$ cat config.mk
export PLATFORM = sky130hd
export DESIGN_NAME = sbus_read_initiator_flat
export DESIGN_NICKNAME = d
export VERILOG_FILES = /design/src/rtl/sbus_pkg.sv /design/src/rtl/sbus_read_initiator_if.sv /design/src/rtl/sbus_ack_timer.sv /design/src/rtl/sbus_read_initiator_chk.sv /design/src/rtl/sbus_read_initiator.sv /design/src/flat_wrapper.sv
export SDC_FILE = /design/constraint.sdc
export NUM_CORES = 1
export LEC_CHECK = 0
export CORE_MARGIN = 1
export CORE_UTILIZATION = 38
export CTS_CLUSTER_SIZE = 20
export DETAILED_ROUTE_END_ITERATION = 10
export PLACE_DENSITY = 0.75
export SYNTH_ARGS = -nofsm -noshare
export SYNTH_HDL_FRONTEND = slang
export SYNTH_SLANG_ARGS = --single-unit
$ cat constraint.sdc
create_clock -name clk -period 2.08 [get_ports clk]
set_input_delay 0.624 -clock clk [delete_from_list [all_inputs] [get_ports clk]]
set_output_delay 0.624 -clock clk [all_outputs]
set_load 0.05 [all_outputs]
$ cat src/rtl/sbus_pkg.sv
// Shared SBUS read types: initiator state encoding, address/mask/word typedefs
// and the 36-bit data parity helper.
package sbus_pkg;

  typedef enum logic [1:0] {
    IDLE  = 2'd0,
    ISSUE = 2'd1,
    XFER  = 2'd2,
    DONE  = 2'd3
  } tSbusRdState;

  typedef logic [14:35] tSbusAdr;
  typedef logic [0:3]   tSbusRq;
  typedef logic [0:35]  tWord;
  typedef logic [34:35] tWordIdx;

  // Even parity over a full SBUS data word (DATA_PAR is the XOR of D[0:35]).
  function automatic logic sbus_par36(input tWord w);
    return ^w;
  endfunction

endpackage

$ cat src/rtl/sbus_read_initiator_if.sv
// Request, SBUS and word-return signals of one memory-phase read initiator.
// master is the initiator's view; slave is the MBOX/responder side.
interface sbus_read_initiator_if;
  import sbus_pkg::*;

  logic    reqValid;
  logic    reqReady;
  tSbusAdr reqAdr;
  tSbusRq  reqRQ;

  logic    START;
  tSbusAdr ADR;
  tSbusRq  RQ;
  logic    ACKN;
  logic    VALID;
  tWord    D;
  logic    DATA_PAR;

  logic    wordValid;
  tWord    wordData;
  tWordIdx wordIdx;
  logic    wordParErr;
  logic    done;
  logic    nxm;
  logic    parErr;

  modport master (
    input  reqValid, reqAdr, reqRQ, ACKN, VALID, D, DATA_PAR,
    output reqReady, START, ADR, RQ, wordValid, wordData, wordIdx, wordParErr,
           done, nxm, parErr
  );

  modport slave (
    output reqValid, reqAdr, reqRQ, ACKN, VALID, D, DATA_PAR,
    input  reqReady, START, ADR, RQ, wordValid, wordData, wordIdx, wordParErr,
           done, nxm, parErr
  );

endinterface

$ cat src/rtl/sbus_ack_timer.sv
// ACKN wait counter: counts cycles spent waiting on an expected word and flags
// expiry once the count reaches TIMEOUT-1.
module sbus_ack_timer #(
  parameter int TIMEOUT = 16
) (
  input  logic clk,
  input  logic CROBAR,
  input  logic clr,
  input  logic inc,
  output logic expire
);

  localparam int CW = $clog2(TIMEOUT);

  logic [CW-1:0] cnt_q;
  logic [CW-1:0] cnt_d;

  // Next count: clear wins over increment.
  always_comb begin
    cnt_d = cnt_q;
    if (clr) begin
      cnt_d = '0;
    end else if (inc) begin
      cnt_d = cnt_q + CW'(1);
    end else begin
      cnt_d = cnt_q;
    end
  end

  // Counter register.
  always_ff @(posedge clk) begin
    if (CROBAR) begin
      cnt_q <= '0;
    end else begin
      cnt_q <= cnt_d;
    end
  end

  assign expire = (cnt_q == CW'(TIMEOUT - 1));

endmodule

$ cat src/rtl/sbus_read_initiator_chk.sv
// Protocol invariants of the read initiator outputs.
module sbus_read_initiator_chk (
  input logic clk,
  input logic CROBAR,
  input logic START,
  input logic done,
  input logic wordValid,
  input logic reqReady
);

  a_start_single: assert property (@(posedge clk) disable iff (CROBAR) START |=> !START);
  a_done_single:  assert property (@(posedge clk) disable iff (CROBAR) done |=> !done);
  a_start_busy:   assert property (@(posedge clk) disable iff (CROBAR) START |-> !reqReady);
  a_done_busy:    assert property (@(posedge clk) disable iff (CROBAR) done |-> !reqReady);
  a_word_busy:    assert property (@(posedge clk) disable iff (CROBAR) wordValid |-> !reqReady);

endmodule

$ cat src/rtl/sbus_read_initiator.sv
// SBUS read initiator for one memory phase: issues a single-cycle START with
// ADR/RQ, then walks the word mask collecting ACKN'd words with parity and NXM.
module sbus_read_initiator
  import sbus_pkg::*;
#(
  parameter int TIMEOUT = 16
) (
  input logic                   clk,
  input logic                   CROBAR,
  sbus_read_initiator_if.master bus
);

  tSbusRdState state_q, state_d;
  tSbusAdr     adr_q, adr_d;
  tSbusRq      rq_q, rq_d;
  tSbusRq      exp_q, exp_d;
  tSbusRq      exp_next;
  logic [1:0]  wo_q, wo_d;
  logic        nxm_q, nxm_d;
  logic        perr_q, perr_d;
  logic        req_ready_q, req_ready_d;
  logic        start_q, start_d;
  logic        word_valid_q, word_valid_d;
  tWord        word_data_q, word_data_d;
  tWordIdx     word_idx_q, word_idx_d;
  logic        word_perr_q, word_perr_d;
  logic        done_q, done_d;
  logic        word_perr_now;
  logic        tmr_clr;
  logic        tmr_inc;
  logic        tmr_expire;

  // exp[0] is always the word slot currently being serviced.
  assign exp_next      = {exp_q[1:3], 1'b0};
  assign word_perr_now = (sbus_par36(bus.D) != bus.DATA_PAR);

  // Next-state and next-output logic for the request/transfer FSM.
  always_comb begin
    state_d      = state_q;
    adr_d        = adr_q;
    rq_d         = rq_q;
    exp_d        = exp_q;
    wo_d         = wo_q;
    nxm_d        = nxm_q;
    perr_d       = perr_q;
    start_d      = 1'b0;
    word_valid_d = 1'b0;
    word_data_d  = word_data_q;
    word_idx_d   = word_idx_q;
    word_perr_d  = word_perr_q;
    done_d       = 1'b0;
    tmr_clr      = 1'b1;
    tmr_inc      = 1'b0;

    case (state_q)
      IDLE: begin
        if (bus.reqValid && req_ready_q) begin
          adr_d  = bus.reqAdr;
          rq_d   = bus.reqRQ;
          exp_d  = bus.reqRQ;
          wo_d   = bus.reqAdr[34:35];
          nxm_d  = 1'b0;
          perr_d = 1'b0;
          if (bus.reqRQ != 4'b0000) begin
            state_d = ISSUE;
            start_d = 1'b1;
          end else begin
            state_d = DONE;
            done_d  = 1'b1;
          end
        end else begin
          state_d = IDLE;
        end
      end

      ISSUE: begin
        state_d = XFER;
      end

      XFER: begin
        if (!exp_q[0] || (bus.ACKN && bus.VALID)) begin
          if (exp_q[0]) begin
            word_valid_d = 1'b1;
            word_data_d  = bus.D;
            word_idx_d   = wo_q;
            word_perr_d  = word_perr_now;
            perr_d       = perr_q | word_perr_now;
          end else begin
            word_valid_d = 1'b0;
          end
          exp_d = exp_next;
          wo_d  = wo_q + 2'd1;
          if (exp_next == 4'b0000) begin
            state_d = DONE;
            done_d  = 1'b1;
          end else begin
            state_d = XFER;
          end
        end else if (tmr_expire) begin
          // Responder never acknowledged this word: give up on the request.
          nxm_d   = 1'b1;
          state_d = DONE;
          done_d  = 1'b1;
        end else begin
          tmr_clr = 1'b0;
          tmr_inc = 1'b1;
        end
      end

      DONE: begin
        state_d = IDLE;
      end

      default: begin
        state_d = IDLE;
      end
    endcase

    req_ready_d = (state_d == IDLE);
  end

  // FSM state, request context and registered outputs.
  always_ff @(posedge clk) begin
    if (CROBAR) begin
      state_q      <= IDLE;
      adr_q        <= '0;
      rq_q         <= '0;
      exp_q        <= '0;
      wo_q         <= 2'd0;
      nxm_q        <= 1'b0;
      perr_q       <= 1'b0;
      req_ready_q  <= 1'b0;
      start_q      <= 1'b0;
      word_valid_q <= 1'b0;
      word_data_q  <= '0;
      word_idx_q   <= '0;
      word_perr_q  <= 1'b0;
      done_q       <= 1'b0;
    end else begin
      state_q      <= state_d;
      adr_q        <= adr_d;
      rq_q         <= rq_d;
      exp_q        <= exp_d;
      wo_q         <= wo_d;
      nxm_q        <= nxm_d;
      perr_q       <= perr_d;
      req_ready_q  <= req_ready_d;
      start_q      <= start_d;
      word_valid_q <= word_valid_d;
      word_data_q  <= word_data_d;
      word_idx_q   <= word_idx_d;
      word_perr_q  <= word_perr_d;
      done_q       <= done_d;
    end
  end

  sbus_ack_timer #(
    .TIMEOUT (TIMEOUT)
  ) u_ack_timer (
    .clk    (clk),
    .CROBAR (CROBAR),
    .clr    (tmr_clr),
    .inc    (tmr_inc),
    .expire (tmr_expire)
  );

  sbus_read_initiator_chk u_chk (
    .clk       (clk),
    .CROBAR    (CROBAR),
    .START     (start_q),
    .done      (done_q),
    .wordValid (word_valid_q),
    .reqReady  (req_ready_q)
  );

  assign bus.reqReady   = req_ready_q;
  assign bus.START      = start_q;
  assign bus.ADR        = adr_q;
  assign bus.RQ         = rq_q;
  assign bus.wordValid  = word_valid_q;
  assign bus.wordData   = word_data_q;
  assign bus.wordIdx    = word_idx_q;
  assign bus.wordParErr = word_perr_q;
  assign bus.done       = done_q;
  assign bus.nxm        = nxm_q;
  assign bus.parErr     = perr_q;

endmodule
$ cat src/flat_wrapper.sv
// flat-port wrapper written by rule: the top's interface ports become plain ports
module sbus_read_initiator_flat import sbus_pkg::*;
#(
  parameter int TIMEOUT = 16
)
  (clk, CROBAR, bus_reqValid, bus_reqAdr, bus_reqRQ, bus_ACKN, bus_VALID, bus_D, bus_DATA_PAR, bus_reqReady, bus_START, bus_ADR, bus_RQ, bus_wordValid, bus_wordData, bus_wordIdx, bus_wordParErr, bus_done, bus_nxm, bus_parErr);
  sbus_read_initiator_if bus_i ();
  input logic clk;
  input logic CROBAR;
  input wire logic [$bits(bus_i.reqValid)-1:0] bus_reqValid;
  input wire logic [$bits(bus_i.reqAdr)-1:0] bus_reqAdr;
  input wire logic [$bits(bus_i.reqRQ)-1:0] bus_reqRQ;
  input wire logic [$bits(bus_i.ACKN)-1:0] bus_ACKN;
  input wire logic [$bits(bus_i.VALID)-1:0] bus_VALID;
  input wire logic [$bits(bus_i.D)-1:0] bus_D;
  input wire logic [$bits(bus_i.DATA_PAR)-1:0] bus_DATA_PAR;
  output wire logic [$bits(bus_i.reqReady)-1:0] bus_reqReady;
  output wire logic [$bits(bus_i.START)-1:0] bus_START;
  output wire logic [$bits(bus_i.ADR)-1:0] bus_ADR;
  output wire logic [$bits(bus_i.RQ)-1:0] bus_RQ;
  output wire logic [$bits(bus_i.wordValid)-1:0] bus_wordValid;
  output wire logic [$bits(bus_i.wordData)-1:0] bus_wordData;
  output wire logic [$bits(bus_i.wordIdx)-1:0] bus_wordIdx;
  output wire logic [$bits(bus_i.wordParErr)-1:0] bus_wordParErr;
  output wire logic [$bits(bus_i.done)-1:0] bus_done;
  output wire logic [$bits(bus_i.nxm)-1:0] bus_nxm;
  output wire logic [$bits(bus_i.parErr)-1:0] bus_parErr;
  assign bus_i.reqValid = bus_reqValid;
  assign bus_i.reqAdr = bus_reqAdr;
  assign bus_i.reqRQ = bus_reqRQ;
  assign bus_i.ACKN = bus_ACKN;
  assign bus_i.VALID = bus_VALID;
  assign bus_i.D = bus_D;
  assign bus_i.DATA_PAR = bus_DATA_PAR;
  assign bus_reqReady = bus_i.reqReady;
  assign bus_START = bus_i.START;
  assign bus_ADR = bus_i.ADR;
  assign bus_RQ = bus_i.RQ;
  assign bus_wordValid = bus_i.wordValid;
  assign bus_wordData = bus_i.wordData;
  assign bus_wordIdx = bus_i.wordIdx;
  assign bus_wordParErr = bus_i.wordParErr;
  assign bus_done = bus_i.done;
  assign bus_nxm = bus_i.nxm;
  assign bus_parErr = bus_i.parErr;
  sbus_read_initiator #(.TIMEOUT(TIMEOUT)) u_core (.clk(clk), .CROBAR(CROBAR), .bus(bus_i));
endmodule
==> results of run 1 <==
==> stage by stage <==
step                      hold WS, ps  cell area, sq um  power [mW]  std cells
after floorplan                   418              3350        2.09        406
after global placement            430              4780        2.37        649
after detailed placement          441              4780        2.39        649
after CTS                         458              4990        3.63        664
after global routing              466              5070        3.78        664
final                             452              5070        3.64        664
==> placed cells by master (no fill, tap or decap), drive strengths merged <==
master / count
a211oi: 4
a21boi: 1
a21oi: 69
a31oi: 2
a32o: 1
and2: 1
and3: 2
and4: 1
and4b: 1
buf: 89
bufinv: 2
clkbuf: 20
clkdlybuf4s15: 3
clkdlybuf4s50: 39
clkinv: 1
dfxtp: 83
dlygate4sd2: 16
dlymetal6s2s: 7
ha: 3
inv: 4
mux2i: 4
nand2: 133
nand2b: 4
nand3: 5
nand3b: 3
nand4: 1
nand4b: 1
nor2: 13
nor2b: 1
nor3: 3
nor3b: 1
nor4: 1
o21ai: 2
or4: 1
xnor2: 30
xnor3: 1
xor2: 6
==> Yosys cell counts (all sizes together), types with 2 or more instances <==
master	count	area [sq um]
o21ai	2	10.0
a31oi	2	12.5
nand3b	3	22.5
and3	2	12.5
mux2i	4	40.0
nand3	5	25.0
xnor2	30	270
dfxtp	83	1660
ha	3	37.5
a211oi	4	30.0
nor2	13	48.8
xor2	6	52.6
buf	4	30.0
inv	4	15.0
a21oi	69	345
nand2b	4	25.0
nand2	133	499
nor3	3	15.0
clkbuf	20	78.8
==> cell type report <==
class	instances	area [sq um]	area share, %
timing repair buffer	163	1380	27.1
tap	105	131	2.59
clock inverter	3	65.1	1.28
inverter	4	15.0	0.296
multi-input combinational	295	1700	33.4
clock buffer	11	131	2.59
sequential	83	1660	32.7
==> kinds of logic after synthesis <==
family,count (synthesis)
DFF,83
buffers and inverters,28
and+or+nand+nor,172
AOI/OAI and AO/OA,79
xor gates and xnor gates,37
muxes,4
adders and majority gates,3
==> state kept, by name, summed over array words and instances (netlist names) <==
signal	count
u_core.bus.nxm	1
u_core.bus.RQ	4
u_core.exp_q	4
u_core.bus.wordIdx	2
u_core.bus.wordParErr	1
u_core.bus.done	1
u_core.bus.START	1
u_core.bus.wordData	36
u_core.u_ack_timer.cnt_q	4
u_core.bus.reqReady	1
u_core.bus.wordValid	1
u_core.state_q	2
u_core.bus.ADR	22
u_core.bus.parErr	1
u_core.wo_q	2
==> worst reg2reg max path, stage by stage (launching register included) <==
cell and delay, ps:
dfxtp_1 330, inv_1 60, ha_1 250, nand2b_1 200
a21oi_1 160, buf_4 170, nor3b_1 180, o21ai_1 100
a31oi_1 120
==> routing by layer <==
layer | share of wire [%] | up-vias
li1 | - | 1626
met3 | 6.1 | 14
met1 | 43 | 1469
met2 | 49 | 98
met4 | 2.1 | 0
met5 | 0 | -
==> power groups by stage <==
stage | clock network (mW) | logic, mW | registers [mW]
floorplan | 0 | 0.319 | 1.77
global placement | 0 | 0.691 | 1.68
detailed placement | 0 | 0.703 | 1.68
CTS | 1.24 | 0.741 | 1.65
global route | 1.30 | 0.835 | 1.65
finish | 1.21 | 0.782 | 1.65
==> path summary, 6_finish.rpt <==
check	start	to	slack, ps	depth (start not counted)
worst max-delay path	bus_D[2]	u_core.bus.parErr	70	8
worst min-delay path	u_core.u_ack_timer.cnt_q[0]	u_core.u_ack_timer.cnt_q[0]	450	1
worst max register to register	u_core.state_q[0]	u_core.wo_q[1]	450	8
worst min register to register	u_core.u_ack_timer.cnt_q[0]	u_core.u_ack_timer.cnt_q[0]	450	1
==> repair_timing <==
item / 4_1_cts / 5_1_grt
hold buffers: 0 / 0
pin swaps: 18 / 20
endpoints found under the setup margin: 10 / 2
gates resized for setup: 33 / 42
setup buffers: 1 / 0
==> impl_metrics.csv, run 1 <==
group,metric,value,unit
detailed_routing,first_pass_iters,4,
setup_path,worstPathArrival,2260,ps
die,io_pins,139,
detailed_routing,vias,3207,
yosys,synthDistinctLibCells,35,
die,die_x,95.8,um
placed_design,hpwlAfterDp,6360,um
pwr,power_density,717,nW/um^2
yosys,async_flop_share,0,%
pwr,clockPowerShare,33.3,%
yosys,netlist_instances,406,
setup_path,crit_type,"input pin to flop",
pwr,sequentialPowerShare,45.2,%
finish,area_delta_synth_final,51.7,%
grt,grt_use_met2,33.4,%
sta,worstMarginPinSlew,567,ps
cts,clk_latency,350,ps
placed_design,port_buffers,138,
outcome,status,"completed",
yosys,syn_area,3350,sq um
finish,final_core_util,60.5,%
finish,fin_nets,627,
yosys,ys_ff_latch,83,
yosys,synth-adder-area-share,1.12,%
placed_design,pre_cts_slack,-565,ps
detailed_routing,drt-total-wl,8780,um
pwr,pwr-share-comb,21.5,%
yosys,avgSynthCellArea,8.24,sq um
finish,drive_gt1_share,23.3,%
grt,met3_usage,4.19,%
pwr,vdd_drop_max,0.438,mV
grt,antenna_found_initial,0,
yosys,yosys_warnings,0,
grt,grt_pass1_vias,3095,
cts,clockBufferDepth,2,
grt,grt_first_pass_wirelength,13800,um
detailed_routing,drc_errors,0,
grt,grt_max_degree,39,
yosys,synth_edf_count,0,
grt,track_usage,19.5,%
cts,cts_sinks,83,
setup_path,path_cells,"clkdlybuf4s50_1 > xnor2_2 > xnor2_2 > xnor2_2 > xnor2_2 > buf_4 > xnor2_1 > a32o_1",
sta,period_share,96.7,%
cts,clk_pin_slew,70,ps
die,die_h,95.8,um
setup_path,critPathRequiredTime,2320,ps
setup_path,path_common_cell,"xnor2_2",
yosys,seq_area_frac_synth,49.7,%
grt,busiest_layer,"met2",
setup_path,cp_slowest_cell,"clkdlybuf4s50_1",
sta,hold_viol,0,
sta,tns,0,ps
setup_path,path_max_fanout,2,
setup_path,cp-start-kind,"input pin",
sta,setup_viol,0,
grt,grt_util_met1,23.0,%
job,max-cap-violations,0,
pwr,p_int,2.70,mW
grt,grt.overflow.total,0,
detailed_routing,ant_nets,0,
detailed_routing,viasPerCell,4.83,
die,core,8380,sq um
sta,fin_skew,6.45,ps
yosys,yosys.area_share.simple,21.6,%
yosys,synthMuxAreaShare,1.20,%
cts,numCtsBuffers,9,
die,dieArea,9180,sq um
pwr,leakage,2.14,nW
cts,cts_max_level,3,
sta,max-slew-margin-rel,62.2,%
finish,n_fill_cell,729,
yosys,synth_compound_area_share,12.4,%
cts,clockRootBuffer,"clkbuf_8",
detailed_routing,first_iter_violations,110,
yosys,synth_fp_nets,477,
sta,period_needed,2010,ps
die,num_rows,33,
sta,fmax,497,MHz
hold_path,holdCritPathClass,"flop to flop",
setup_path,cpPeakStageDelay,470,ps
sta,slew_viol_final,0,
pwr,p_sw_share,25.9,%
die,initial_core_util,39.9,%
detailed_routing,wire_per_inst,13.2,um
finish,antenna_cells,0,
yosys,ys.flop_type,"dfxtp_1",
setup_path,endpoint_kind,"flop",
yosys,synth_xor_area_share,10.3,%
placed_design,place.gp.congestion,0.781,
yosys,synth_top_family_by_area,"simple AND/OR/NAND/NOR gates",
setup_path,critPathTopFamily,"XOR/XNOR gates",
pwr,switchingPower,0.941,mW
sta,worst_slack,67.9,ps
cts,cts_tree,"built",
setup_path,crit_buf_inv,2,
Power figures use the tool's default switching activity.
==> inputs of run 2 (changes only) <==
Settings changed: CORE_UTILIZATION 38 to 46, PLACE_DENSITY 0.75 to 0.85.
Clock period 2.08 ns to 2.4 ns, I/O delays scaled along.
==> run 2 against run 1 <==
Compared with the run above:
- via count rose by 0.65%
- wire length up 4.9%
- global-route usage grew 4.3 points
- first-iteration DRC count is 30% higher
- sequential power is 13% lower
- sequential share of layout area down 0.56 points
- critical path depth shrank 1
- combinational power fell by 14%
- power decreased by 18%
- die area decreased by 17%
- largest power group unchanged
==> impl_metrics.csv, run 2 (same netlist as run 1, synthesis figures left out) <==
group,metric,value,unit
setup_path,cp_slowest_cell,"clkdlybuf4s50_1",
finish,antenna_cells,0,
cts,cts_tree,"built",
cts,clockBufferDepth,2,
finish,area_delta_synth_final,54.3,%
finish,final_cells,650,
setup_path,cp-start-kind,"input pin",
sta,setup_viol,0,
detailed_routing,first_pass_iters,5,
hold_path,holdCritPathClass,"flop to flop",
cts,cts_sinks,83,
die,io_pins,139,
sta,fmax,431,MHz
cts,hold_buffers,0,
setup_path,crit_type,"input pin to flop",
pwr,power_density,575,nW/um^2
setup_path,endpoint_kind,"flop",
die,die_x,87.3,um
sta,fin_skew,5.44,ps
hold_path,whs_path_depth,1,
placed_design,placed_area,4870,sq um
pwr,leakage,1.96,nW
finish,stdcell_area,5160,sq um
sta,tns,0,ps
die,core,6910,sq um
detailed_routing,viasPerCell,4.97,
detailed_routing,drt-total-wl,9210,um
finish,final_common_cell,"nand2_1",
setup_path,cpPeakStageDelay,510,ps
hold_path,hp-start,"u_core.u_ack_timer.cnt_q[0]",
sta,hold_viol,0,
setup_path,path_max_fanout,2,
finish,n_fill_cell,523,
sta,worstMarginPinSlew,601,ps
setup_path,critPathRequiredTime,2690,ps
grt,grt_first_pass_wirelength,14100,um
setup_path,r2r-end,"u_core.wo_q[1]",
setup_path,ff2ff_setup_slack,550,ps
setup_path,r2r_cells,7,
sta,grt_setup_unrepaired,"no",
outcome,status,"completed",
detailed_routing,drc_errors,0,
finish,largest_reg_flops,36,
cts,numCtsBuffers,9,
grt,track_usage,23.7,%
detailed_routing,vias,3228,
grt,grt_pass1_vias,3065,
cts,clockRootBuffer,"clkbuf_8",
sta,max-slew-margin-rel,59.9,%
finish,mostFrequentLayoutCells,"nand2_1 (133), clkdlybuf4s50_1 (121), dfxtp_1 (83), a21oi_1 (69)",
die,dieArea,7620,sq um
sta,period_needed,2320,ps
sta,slew_viol_final,0,
detailed_routing,wire_per_inst,14.2,um
sta,period_share,96.6,%
pwr,p_sw_share,27.3,%
grt,grt.overflow.total,0,
cts,cts_max_level,3,
setup_path,worstPathArrival,2610,ps
job,max-cap-violations,0,
pwr,vdd_drop_max,0.391,mV
pwr,clockPowerShare,29.3,%
die,num_rows,30,
detailed_routing,ant_nets,0,
finish,fin_nets,621,
placed_design,port_buffers,138,
grt,antenna_found_initial,0,
setup_path,path_common_cell,"xnor2_1",
pwr,pwr-share-comb,22.6,%
setup_path,reg2reg_from,"u_core.state_q[0]",
pwr,p_int,2.16,mW
setup_path,path_cells,"clkdlybuf4s50_1 > xor2_1 > xnor2_1 > xnor2_1 > xnor3_2 > or4_4 > nand3_1",
placed_design,dpl.cell_count,634,
die,initial_core_util,48.4,%
detailed_routing,first_iter_violations,143,
finish,drive_gt1_share,8.66,%
pwr,sequentialPowerShare,48.0,%
placed_design,place.gp.congestion,0.765,
cts,clk_latency,350,ps
pwr,power,2.97,mW
hold_path,whs_endpoint,"u_core.u_ack_timer.cnt_q[0]",
cts,clk_pin_slew,80,ps
grt,grt_max_degree,33,
placed_design,hpwlAfterDp,6570,um
pwr,switchingPower,0.811,mW
die,die_h,87.3,um
## run 2: changes by cell type in the layout (fill, tap and decap cells not counted), moves of 5 or more
cell             previous run  this run
xnor2_1                    14        19
xnor2_2                    16        11
clkbuf_2                    9         0
dlymetal6s2s_1              7        16
clkdlybuf4s50_1            39       121
dlygate4sd2_1              16         0
buf_4                      86        19
## run 2: worst max-delay path by stage
stage               from                    end  slack (ps)  depth (start not counted)
6_report        bus_D[0]  u_core.bus.wordParErr          80                          7
5_1_grt         bus_D[0]  u_core.bus.wordParErr          40                          7
4_1_cts        bus_D[21]  u_core.bus.wordParErr           2                          7
3_5_place_dp   bus_D[35]  u_core.bus.wordParErr        -350                          7
3_3_place_gp   bus_D[21]  u_core.bus.wordParErr        -290                          7
2_1_floorplan  bus_D[34]  u_core.bus.wordParErr         260                          6
## run 2: power groups by stage
| stage | Combinational (mW) | Sequential (mW) | Clock (mW) |
|---|---|---|---|
| floorplan | 0.276 | 1.54 | 0 |
| global placement | 0.597 | 1.46 | 0 |
| detailed placement | 0.610 | 1.46 | 0 |
| CTS | 0.614 | 1.43 | 0.877 |
| global route | 0.716 | 1.43 | 0.936 |
| finish | 0.672 | 1.43 | 0.870 |
## run 2: per-layer routing
| layer | up-vias | wire length, um | global-route usage [%] |
|---|---|---|---|
| met5 | - | 0 | 0 |
| met4 | 0 | 109 | 8.20 |
| met3 | 10 | 577 | 6.07 |
| met2 | 112 | 4680 | 41.3 |
| met1 | 1497 | 3840 | 28.3 |
| li1 | 1609 | - | - |
## run 2: stage by stage
step                      hold slack (ps)  utilization (%)  setup WS [ps]
after global placement                430             70.5           -294
after CTS                             455             72.8           2.08
after detailed placement              440             70.5           -345
after global routing                  476             74.8           44.1
final                                 453             74.8           81.5
after floorplan                       418                -            263
## run 2: layout make-up
class,instances,area (sq um),share of cell area (%)
clock buffers,12,145,2.81
clock inverters,3,15.0,0.291
inverters,4,15.0,0.291
multi-input cells,295,1650,31.9
flip-flops and latches,83,1660,32.2
well taps,96,120,2.33
repair buffers,157,1560,30.2
## run 2: repair_timing
item                                    4_1_cts  5_1_grt
resized for setup                             0       29
endpoints found under the setup margin        0        1
setup buffers                                 0        1
## run 2: critical path: cells and delay by family
| kind | cells | cell delay, ps |
|---|---|---|
| XOR/XNOR | 4 | 780 |
| buffers and inverters | 1 | 510 |
| AND/OR/NAND/NOR | 2 | 600 |
==> inputs of run 3 (changes only) <==
Settings changed: MAX_ROUTING_LAYER set to met4.
==> run 3 against run 2 <==
Compared with the run above:
- first-iteration DRC count grew 7.0%
- cell count is the same
- register-to-register slack is essentially flat
- worst hold slack is essentially flat
- setup slack gained 11 ps
- sequential power is essentially flat
- count of clock-buffer cells in the layout is the same
- utilization is the same
- global-route usage grew 0.70 points
- sequential cell count is the same
- die area is the same
- wire length shrank 0.16%
- critical path type unchanged
- largest power group unchanged
- highest routed layer unchanged
==> impl_metrics.csv, run 3 (same netlist as run 1, synthesis figures left out) <==
group,metric,value,unit
setup_path,path_max_fanout,2,
finish,drive_gt1_share,8.66,%
placed_design,placed_area,4870,sq um
cts,hold_buffers,0,
sta,worstMarginPinSlew,604,ps
detailed_routing,first_pass_iters,7,
detailed_routing,first_iter_violations,153,
die,die_x,87.3,um
sta,max-slew-margin-rel,59.7,%
placed_design,hpwlAfterDp,6570,um
hold_path,holdCritPathClass,"flop to flop",
die,num_rows,30,
sta,grt_setup_unrepaired,"no",
sta,fmax,433,MHz
cts,numCtsBuffers,9,
sta,slew_viol_final,0,
cts,clockBufferDepth,2,
cts,cts_sinks,83,
setup_path,ff2ff_setup_slack,560,ps
placed_design,place.gp.congestion,0.775,
cts,cts_max_level,3,
finish,antenna_cells,0,
detailed_routing,viasPerCell,4.98,
placed_design,port_buffers,138,
grt,grt.overflow.total,0,
cts,clockRootBuffer,"clkbuf_8",
cts,clk_latency,350,ps
job,max-cap-violations,0,
pwr,leakage,1.96,nW
pwr,power_density,574,nW/um^2
finish,mostFrequentLayoutCells,"nand2_1 (133), clkdlybuf4s50_1 (121), dfxtp_1 (83), a21oi_1 (69)",
die,initial_core_util,48.4,%
grt,grt_max_degree,33,
sta,period_share,96.1,%
setup_path,r2r-end,"u_core.exp_q[1]",
sta,tns,0,ps
setup_path,worstPathArrival,2600,ps
finish,fin_nets,621,
grt,grt_pass1_vias,3057,
detailed_routing,drc_errors,0,
pwr,power,2.96,mW
sta,setup_viol,0,
placed_design,dpl.cell_count,634,
cts,cts_tree,"built",
setup_path,critPathRequiredTime,2690,ps
grt,grt_first_pass_wirelength,14100,um
die,core,6910,sq um
outcome,status,"completed",
setup_path,crit_type,"input pin to flop",
detailed_routing,vias,3239,
setup_path,reg2reg_from,"u_core.state_q[0]",
finish,area_delta_synth_final,54.3,%
finish,final_common_cell,"nand2_1",
setup_path,r2r_cells,7,
setup_path,endpoint,"u_core.bus.wordParErr",
detailed_routing,wire_per_inst,14.1,um
detailed_routing,ant_nets,0,
setup_path,critPathLaunch,"bus_D[0]",
finish,stdcell_area,5160,sq um
finish,final_cells,650,
finish,largest_reg_flops,36,
cts,clk_pin_slew,80,ps
sta,period_needed,2310,ps
grt,track_usage,24.5,%
detailed_routing,drt-total-wl,9200,um
die,dieArea,7620,sq um
setup_path,cp-start-kind,"input pin",
sta,fin_skew,5.58,ps
grt,antenna_found_initial,0,
sta,hold_ws,453,ps
sta,hold_viol,0,
pwr,vdd_drop_max,0.391,mV
setup_path,endpoint_kind,"flop",
die,die_h,87.3,um
die,io_pins,139,
-- run 3: metal layers --
metal  GRT usage [%]  vias up  part of all wire, %
met5               -        -                    0
met4            8.20        0                  1.5
met3            5.59       12                  5.9
met2            41.3      107                   50
met1            28.6     1512                   42
li1                -     1608                    -
-- run 3: power breakdown --
part           switching (mW)  internal, mW  leakage (nW)
clock network           0.473         0.394        0.0860
registers              0.0185          1.41         0.672
logic                   0.316         0.355          1.21
total                   0.808          2.16          1.96
-- run 3: what timing repair did --
item	in CTS	in global routing
hold endpoints to repair	0	0
gates resized for setup	0	29
endpoints found under the setup margin	0	1
setup buffers	0	1
-- run 3: through the flow --
step | setup WS (ps) | util, %
after detailed placement | -345 | 70.5
after global placement | -294 | 70.5
after global routing | 44.0 | 74.8
after CTS | 2.08 | 72.8
final | 92.6 | 74.8
after floorplan | 263 | -
-- run 3: worst max-delay path, stage by stage --
cell and delay (ps):
clkdlybuf4s50_1 510, xor2_1 190, xnor2_1 160, xnor2_1 150
xnor3_2 280, or4_4 510, nand3_1 80
-- run 3: area by class of cell --
cell class,count,area (sq um)
flip-flops and latches,83,1660
repair buffers,157,1560
clock buffers,12,145
fillers,523,1740
multi-input cells,295,1650
clock inverters,3,15.0
inverters,4,15.0
well taps,96,120
-- run 3: worst min-delay path by stage --
| stage | startpoint | to | cells after the start |
|---|---|---|---|
| 3_3_place_gp | u_core.u_ack_timer.cnt_q[0] | u_core.u_ack_timer.cnt_q[0] | 1 |
| 4_1_cts | u_core.u_ack_timer.cnt_q[0] | u_core.u_ack_timer.cnt_q[0] | 1 |
| 3_5_place_dp | u_core.u_ack_timer.cnt_q[0] | u_core.u_ack_timer.cnt_q[0] | 1 |
| 5_1_grt | u_core.bus.wordData[35] | u_core.bus.wordData[35] | 2 |
| 2_1_floorplan | u_core.u_ack_timer.cnt_q[0] | u_core.u_ack_timer.cnt_q[0] | 1 |
| 6_report | u_core.u_ack_timer.cnt_q[0] | u_core.u_ack_timer.cnt_q[0] | 1 |
